--- config.mk ---
export PLATFORM = sky130hd
export DESIGN_NAME = ovc_release_tracker
export DESIGN_NICKNAME = d
export VERILOG_FILES = /design/src/rtl/ovc_release_tracker.sv
export SDC_FILE = /design/constraint.sdc
export NUM_CORES = 1
export LEC_CHECK = 0
export ABC_AREA = 1
export ABC_CLOCK_PERIOD_IN_PS = 5400
export BUFFER_PORTS_ARGS = -buffer_cell sky130_fd_sc_hd__buf_2
export CAP_MARGIN = 5
export CELL_PAD_IN_SITES_DETAIL_PLACEMENT = 1
export CELL_PAD_IN_SITES_GLOBAL_PLACEMENT = 2
export CORE_MARGIN = 8
export CORE_UTILIZATION = 35
export DETAILED_ROUTE_END_ITERATION = 6
export HOLD_SLACK_MARGIN = 0.15
export PLACE_DENSITY = 0.93
export SLEW_MARGIN = 10
export SYNTH_ARGS = -nofsm -noshare
export SYNTH_HDL_FRONTEND = slang
export SYNTH_SLANG_ARGS = --single-unit
--- constraint.sdc ---
create_clock -name clk -period 5.4 [get_ports clk]
set_clock_uncertainty 0.15 [all_clocks]
set_input_delay 1.08 -clock clk [delete_from_list [all_inputs] [get_ports clk]]
set_output_delay 1.08 -clock clk [all_outputs]
set_load 0.02 [all_outputs]
--- src/rtl/ovc_release_tracker.sv ---
// rtl/ovc_release_tracker.sv - per-output-port output-VC state and credit tracker
module ovc_release_tracker #(
   parameter int num_vcs     = 4,
   parameter int buffer_size = 8,
   parameter int reset_type  = 0   // 0 = RESET_TYPE_SYNC, the only implemented type
) (
   input  logic                                          clk,
   input  logic                                          reset,
   input  logic [0:num_vcs-1]                            gnt_ovc,
   input  logic                                          flit_valid,
   input  logic [((num_vcs > 1) ? $clog2(num_vcs) : 1)-1:0] flit_ovc,
   input  logic                                          flit_tail,
   input  logic                                          credit_valid,
   input  logic [((num_vcs > 1) ? $clog2(num_vcs) : 1)-1:0] credit_ovc,
   output logic [0:num_vcs-1]                            elig_ovc,
   output logic [0:num_vcs-1]                            credit_avail_ovc,
   output logic [0:num_vcs-1]                            allocated_ovc,
   output logic                                          error
);

   localparam int IW = (num_vcs > 1) ? $clog2(num_vcs) : 1;
   localparam int CW = $clog2(buffer_size + 1);
   localparam int RESET_TYPE_SYNC = 0;
   localparam logic [CW-1:0] FULL_C = CW'(buffer_size);
   localparam logic [CW:0]   FULL_S = (CW + 1)'(buffer_size);
   localparam logic [IW:0]   NV     = (IW + 1)'(num_vcs);

   typedef enum logic [1:0] {IDLE, ALLOC, DRAIN} vc_state_t;

   vc_state_t     state_q   [num_vcs];
   vc_state_t     state_nxt [num_vcs];
   logic [CW-1:0] cnt_q     [num_vcs];
   logic [CW-1:0] cnt_nxt   [num_vcs];
   logic [CW:0]   sum       [num_vcs];
   logic [num_vcs-1:0] f_hit, c_hit, f_ok;
   logic          multi_gnt, flit_in_range, credit_in_range, err_nxt;
   logic          rst_sync;

   // Only the synchronous reset type is implemented; other types leave reset inert.
   assign rst_sync = reset && (reset_type == RESET_TYPE_SYNC);

   // Next-state, next-credit and error evaluation for every VC.
   always_comb begin
      multi_gnt       = ($countones(gnt_ovc) > 1);
      flit_in_range   = ({1'b0, flit_ovc} < NV);
      credit_in_range = ({1'b0, credit_ovc} < NV);
      err_nxt = error | multi_gnt
              | (flit_valid && !flit_in_range)
              | (credit_valid && !credit_in_range);
      for (int v = 0; v < num_vcs; v++) begin
         f_hit[v] = flit_valid && flit_in_range && (flit_ovc == IW'(v));
         c_hit[v] = credit_valid && credit_in_range && (credit_ovc == IW'(v));
         // A flit is only honoured on an owned VC that has (or is just getting) a credit.
         f_ok[v]  = f_hit[v] && (state_q[v] == ALLOC) && ((cnt_q[v] != '0) || c_hit[v]);
         sum[v]   = {1'b0, cnt_q[v]} + (CW + 1)'(c_hit[v]) - (CW + 1)'(f_ok[v]);
         state_nxt[v] = state_q[v];
         cnt_nxt[v]   = cnt_q[v];
         if (f_hit[v] && !f_ok[v])
            err_nxt = 1'b1;
         if (gnt_ovc[v] && (state_q[v] != IDLE))
            err_nxt = 1'b1;
         if (sum[v] > FULL_S) begin
            err_nxt    = 1'b1;
            cnt_nxt[v] = FULL_C;
         end else begin
            cnt_nxt[v] = sum[v][CW-1:0];
         end
         case (state_q[v])
            IDLE:    if (gnt_ovc[v] && !multi_gnt) state_nxt[v] = ALLOC;
            ALLOC:   if (f_ok[v] && flit_tail)
                        state_nxt[v] = (cnt_nxt[v] == FULL_C) ? IDLE : DRAIN;
            DRAIN:   if (cnt_nxt[v] == FULL_C) state_nxt[v] = IDLE;
            default: state_nxt[v] = IDLE;
         endcase
      end
   end

   // State, credit counters and all outputs registered together.
   always_ff @(posedge clk) begin
      if (rst_sync) begin
         for (int v = 0; v < num_vcs; v++) begin
            state_q[v] <= IDLE;
            cnt_q[v]   <= FULL_C;
         end
         elig_ovc         <= '1;
         credit_avail_ovc <= '1;
         allocated_ovc    <= '0;
         error            <= 1'b0;
      end else begin
         for (int v = 0; v < num_vcs; v++) begin
            state_q[v]          <= state_nxt[v];
            cnt_q[v]            <= cnt_nxt[v];
            elig_ovc[v]         <= (state_nxt[v] == IDLE);
            allocated_ovc[v]    <= (state_nxt[v] == ALLOC);
            credit_avail_ovc[v] <= (cnt_nxt[v] != '0);
         end
         error <= err_nxt;
      end
   end

endmodule

==> impl_metrics.py, run 1 <==
metrics = {
    "cells_and_area": {
        "n_antenna_cell": 0,
        "final_nets": 394,
        "layout.cells.non_filler": 433,
        "nFillCells": 870,
        "areaGrowthSynthToFinish_pct": 14.2,
        "drive_gt1_share_pct": 19.5,
    },
    "worst_setup_path": {
        "critPathArrivalTime_ns": 3.47,
        "path_delay_family": "simple AND/OR/NAND/NOR gates",
        "crit_chain": "buf_2 -> inv_1 -> nand3_1 -> nand3_2 -> nand2_1 -> nor2_2 -> ha_1 -> inv_1 -> ha_1 -> inv_1 -> fa_1 -> inv_1 -> nor2_1 -> nand3_1 -> nand3_1 -> nand2_1 -> inv_1 -> nand3_1 -> nor2_1 -> nor2_1",
        "endpoint_kind": "flip-flop",
        "cp_data_required_time_ns": 5.43,
        "reg2reg_to": "error",
        "r2r_start": "cnt_q[0][2]",
        "max_stage_delay_ns": 0.51,
        "cp-startpoint": "credit_ovc[0]",
        "crit_top_cell": "inv_1",
        "r2r_cells": 19,
        "crit_fanout": 4,
        "cp_slowest_cell": "fa_1",
        "path_class": "input port to flip-flop",
        "worst-path-buf-inv": 6,
        "start_kind": "input port",
        "r2r_setup_slack_ns": 2.43,
    },
    "sta": {
        "finalSetupTns_ns": 0,
        "min_period_ns": 3.44,
        "fmax_mhz": 291,
        "setup_violations": 0,
        "timing.final.crit_share_pct": 63.7,
        "slew_headroom_pct": 66.0,
        "slew_viol_final": 0,
        "finalHoldViolCount": 0,
        "hold_ws_ns": 0.448,
        "worst_pin_slew_ns": 0.510,
        "rsz0062_at_grt": "false",
    },
    "place": {
        "routabilityCongestion": 0.878,
        "dp_cells": 425,
        "portBuffers": 25,
        "dp_hpwl_um": 4930,
    },
    "worst_hold_path": {
        "min_from": "cnt_q[2][3]",
        "holdPathEnd": "cnt_q[2][2]",
        "hold-path-cell-count": 3,
        "hp-class": "flip-flop to flip-flop",
    },
    "pwr": {
        "peakVddDrop_v": 0.000170,
        "power_w": 0.000955,
        "p_leak_nw": 1.36,
        "powerDensity_nw_per_um2": 356,
    },
    "routing": {
        "drc": 0,
        "wirelength_um": 5820,
        "wl_per_cell_um": 13.4,
        "ant_nets": 0,
        "first_pass_iters": 4,
        "first_iter_violations": 38,
        "via_per_inst": 4.76,
        "vias": 2063,
    },
    "job": {
        "max_cap_viol_count": 0,
    },
    "cts": {
        "hold_buffers": 0,
        "clkSlewWorstSetupHoldPaths_ns": 0.09,
        "cts.sinks": 37,
        "cts_setup_buffers": 0,
        "cts_resized": 0,
        "cts.path.max_buffers": 2,
        "htree_levels": 2,
        "cts_tree": "done",
        "clk_latency_ns": 0.30,
        "ctsRootBufferMaster": "clkbuf_8",
        "numCtsBuffers": 5,
    },
    "global_routing": {
        "grt_pass1_vias": 2218,
        "grt_max_degree": 24,
        "antenna_found_initial": 0,
        "grt_usage_pct": 13.1,
        "overflow": 0,
        "grt_first_pass_wirelength_um": 10200,
    },
    "synthesis": {
        "synth_seq_cells": 37,
        "synth.net_count": 364,
        "syn_avg_cell_area_um2": 7.29,
        "synthCells": 322,
        "seq_area_frac_synth_pct": 31.6,
        "yosys_warnings": 0,
        "synth_cell_types": 27,
        "netlist_area_um2": 2350,
    },
    "die": {
        "pin_count": 26,
        "start_util_pct": 35.3,
        "die_area_um2": 9580,
        "die-width_um": 97.9,
        "core-area_um2": 6640,
        "die_y_um": 97.9,
        "rows": 30,
    },
    "outcome": {
        "outcome": "finished, final reports clean",
    },
}
## flip-flops by register name, summed over array words and instances (netlist names)
| name | cells |
|---|---|
| allocated_ovc | 4 |
| elig_ovc | 4 |
| state_q | 8 |
| error | 1 |
| credit_avail_ovc | 4 |
| cnt_q | 16 |
## routing by layer
| layer | vias to the layer above | global-route usage [%] | share of wire [%] |
|---|---|---|---|
| met2 | 33 | 21.5 | 47 |
| met4 | 0 | 5.16 | 1.5 |
| met1 | 958 | 16.0 | 47 |
| met5 | - | 0 | 0 |
| met3 | 8 | 3.06 | 4.1 |
| li1 | 1064 | - | - |
## synth_stat cells
master    number  area (µm²)
nand2_1       63         236
inv_1         55         206
dfxtp_1       37         741
nor2_1        37         139
nand3_1       29         145
ha_1          24         300
nor2_2        12        75.1
a21oi_1       10        50.1
nand2_2        6        37.5
a21oi_2        5        43.8
fa_1           5         100
inv_2          5        18.8
nand4_1        5        31.3
nor3_1         5        25.0
nor4_1         4        25.0
nand3_2        3        30.0
nand3b_1       3        22.5
nor2_4         3        33.8
o21ai_0        2        10.0
xor2_1         2        17.5
a21oi_4        1        16.3
buf_2          1        5.00
clkbuf_4       1        7.51
clkinv_1       1        3.75
nand2_4        1        11.3
or2_1          1        6.26
xnor2_1        1        8.76
## layout by cell type (no fill, tap or decap), drive strengths merged
cell type / netlist / layout
nand2: 70 / 70
ha: 24 / 24
fa: 5 / 5
nand3: 32 / 32
nor3: 5 / 5
clkinv: 1 / 1
nand3b: 3 / 3
clkinvlp: 0 / 1
clkbuf: 1 / 6
xor2: 2 / 2
o21ai: 2 / 2
buf: 1 / 25
nand4: 5 / 5
a21oi: 16 / 16
nor2: 52 / 52
or2: 1 / 1
inv: 60 / 60
nor4: 4 / 4
dfxtp: 37 / 37
xnor2: 1 / 1
bufinv: 0 / 1
## area by class of cell
type | count | area [µm²] | share of cell area [%]
tap | 80 | 100 | 3.73
sequential | 37 | 741 | 27.6
timing repair buffer | 25 | 125 | 4.67
clock buffer | 6 | 82.6 | 3.08
multi-input combinational | 222 | 1370 | 50.9
inverter | 61 | 229 | 8.54
clock inverter | 2 | 37.5 | 1.40
## worst register-to-register path, cell delays in order, from the launching register on
cell     delay (ns)
dfxtp_1        0.37
inv_1          0.07
ha_1           0.22
nand3_2        0.08
nand2_1        0.06
nor2_2         0.13
ha_1           0.25
inv_1          0.05
ha_1           0.16
inv_1          0.06
fa_1           0.51
inv_1          0.06
nor2_1         0.08
nand3_1        0.08
nand3_1        0.08
nand2_1        0.07
inv_1          0.12
nand3_1        0.09
nor2_1         0.10
nor2_1         0.04
## stage by stage
| stage | setup slack (ns) | cell area, µm² | utilization, % |
|---|---|---|---|
| 5_1_grt | 1.67 | 2680 | 40.3 |
| 4_1_cts | 1.94 | 2680 | 40.3 |
| 2_1_floorplan | 2.11 | 2350 | - |
| 3_3_place_gp | 1.71 | 2560 | 38.5 |
| 3_5_place_dp | 1.62 | 2560 | 38.5 |
| 6_report | 1.96 | 2680 | 40.3 |
## cell families (layout without fill, tap and decap cells)
family          Yosys count  in the layout  share of synthesized area, %
compound gates           18             18                          5.12
xor+xnor                  3              3                          1.12
simple gates            172            172                          34.9
buf+inv                  63             94                          10.3
fa+ha+maj                29             29                          17.1
flops                    37             37                          31.6
## worst max-delay path by stage
stage                  to  cells after the start
global placement    error                     20
finish              error                     20
global route        error                     20
CTS                 error                     20
detailed placement  error                     20
floorplan           error                     19
## power by group
group | switching [W] | leakage, nW | internal, W | total, W
clock | 0.000110 | 0.0574 | 0.000150 | 0.000260
combinational | 0.000245 | 1.00 | 0.000129 | 0.000375
sequential | 0.0000153 | 0.302 | 0.000305 | 0.000320
total | 0.000371 | 1.36 | 0.000585 | 0.000955
Power figures use the tool's default switching activity.
==> run 2, diff against run 1 <==
ABC_CLOCK_PERIOD_IN_PS = 3450   (was 5400)
CORE_UTILIZATION = 33   (was 35)
PLACE_DENSITY = 0.89   (was 0.93)
clock period = 3.45 ns   (was 5.4 ns; I/O delays follow)
==> impl_metrics.py, run 2 (synthesis gave the netlist of run 1 again) <==
metrics = {
    "global_routing": {
        "antenna_found_initial": 0,
        "grt_max_degree": 24,
        "overflow": 0,
        "grt_pass1_vias": 2186,
        "grt_usage_pct": 12.5,
        "grt_first_pass_wirelength_um": 10100,
    },
    "pwr": {
        "power_w": 0.00141,
        "peakVddDrop_v": 0.000291,
        "powerDensity_nw_per_um2": 525,
        "p_leak_nw": 1.35,
    },
    "cts": {
        "htree_levels": 2,
        "clkSlewWorstSetupHoldPaths_ns": 0.08,
        "clk_latency_ns": 0.29,
        "cts.sinks": 37,
        "hold_buffers": 0,
        "cts.path.max_buffers": 2,
        "numCtsBuffers": 5,
        "ctsRootBufferMaster": "clkbuf_8",
        "cts_resized": 0,
        "cts_setup_buffers": 0,
        "cts_tree": "done",
    },
    "worst_setup_path": {
        "cp_data_required_time_ns": 3.47,
        "reg2reg_to": "error",
        "r2r_start": "cnt_q[0][2]",
        "path_delay_family": "simple AND/OR/NAND/NOR gates",
        "crit_end": "error",
        "critPathArrivalTime_ns": 3.12,
        "endpoint_kind": "flip-flop",
        "path_class": "input port to flip-flop",
        "start_kind": "input port",
        "max_stage_delay_ns": 0.50,
        "r2r_cells": 19,
        "cp-startpoint": "credit_ovc[0]",
        "cp_num_cells": 20,
        "crit_top_cell": "inv_1",
        "crit_chain": "buf_2 -> inv_1 -> nand3_1 -> nand3_2 -> nand2_1 -> nor2_2 -> ha_1 -> inv_1 -> ha_1 -> inv_1 -> fa_1 -> inv_1 -> nor2_1 -> nand3_1 -> nand3_1 -> nand2_1 -> inv_1 -> nand3_1 -> nor2_1 -> nor2_1",
        "cp_slowest_cell": "fa_1",
        "r2r_setup_slack_ns": 0.46,
        "crit_fanout": 4,
        "worst-path-buf-inv": 6,
    },
    "place": {
        "routabilityCongestion": 0.813,
        "dp_hpwl_um": 4770,
        "portBuffers": 25,
    },
    "sta": {
        "rsz0062_at_grt": "false",
        "timing.final.crit_share_pct": 89.8,
        "min_period_ns": 3.10,
        "fmax_mhz": 323,
        "setup_violations": 0,
        "slew_headroom_pct": 59.4,
        "worst_pin_slew_ns": 0.602,
        "slew_viol_final": 0,
        "finalHoldViolCount": 0,
        "finalSetupTns_ns": 0,
    },
    "cells_and_area": {
        "regArea_um2": 741,
        "mostFrequentLayoutCells": "nand2_1 (63), inv_1 (55), nor2_1 (37), dfxtp_1 (37), nand3_1 (29)",
        "areaGrowthSynthToFinish_pct": 14.2,
        "drive_gt1_share_pct": 20.0,
        "nFillCells": 901,
        "final_nets": 396,
        "largest_reg_flops": 16,
        "multiInputGateArea_um2": 1370,
        "n_antenna_cell": 0,
        "largest_register": "cnt_q",
        "layout_commonest_cell": "nand2_1",
        "reg_top3": "cnt_q: 16 flops, state_q: 8 flops",
    },
    "die": {
        "start_util_pct": 34.4,
        "pin_count": 26,
        "die_area_um2": 10100,
        "rows": 30,
        "die-width_um": 100,
        "core-area_um2": 6830,
        "die_y_um": 100,
    },
    "worst_hold_path": {
        "hold-path-cell-count": 3,
        "min_from": "cnt_q[2][3]",
        "hp-class": "flip-flop to flip-flop",
    },
    "routing": {
        "ant_nets": 0,
        "via_per_inst": 4.52,
        "wirelength_um": 5750,
        "first_iter_violations": 53,
        "first_pass_iters": 6,
        "vias": 2038,
        "drc": 0,
        "wl_per_cell_um": 12.7,
    },
    "job": {
        "max_cap_viol_count": 0,
    },
    "outcome": {
        "outcome": "finished, final reports clean",
    },
}
## run 2: cell types whose count changed in the layout (fill, tap and decap cells not counted)
cell	before	now
bufinv_16	1	0
clkbuf_8	6	5
clkinv_2	0	2
buf_4	0	2
## run 2: per-layer routing
metal	part of all wire, %	vias up	GRT usage (%)
li1	-	1069	-
met1	50	933	15.7
met4	1.1	0	3.84
met2	45	30	20.5
met3	4.6	6	3.04
met5	0	-	0
## run 2: worst min-delay path, cell delays in order, from the launching register on
cell and delay [ns]:
dfxtp_1 0.33, nand2_1 0.06, nand2_2 0.11, nor4_1 0.06
## run 2: area by class of cell
class,count,area share (%)
clock inverter,3,0.653
multi-input combinational,222,50.9
inverter,61,8.54
clock buffer,5,2.57
tap,96,4.48
timing repair buffer,27,5.23
sequential,37,27.6
## run 2: metrics by stage
step	instance area, µm²	std cells	setup WS (ns)	hold WS [ns]	util, %
2_1_floorplan	2350	322	0.555	0.388	-
3_3_place_gp	2590	443	0.0881	0.436	38.0
3_5_place_dp	2590	443	0.0388	0.442	38.0
4_1_cts	2680	451	0.362	0.456	39.2
5_1_grt	2680	451	0.117	0.485	39.2
6_report	2680	451	0.351	0.454	39.2
## run 2: worst min-delay path by stage
stage / endpoint / slack, ns
4_1_cts: state_q[1][1] / 0.46
5_1_grt: cnt_q[2][2] / 0.49
3_5_place_dp: state_q[1][1] / 0.44
3_3_place_gp: cnt_q[2][2] / 0.44
6_report: cnt_q[2][2] / 0.45
2_1_floorplan: state_q[1][1] / 0.39
## run 2: where the power goes
part / internal, W / switching [W]
Clock: 0.000140 / 0.000166
Combinational: 0.000209 / 0.000390
Sequential: 0.000477 / 0.0000240
Total: 0.000826 / 0.000581
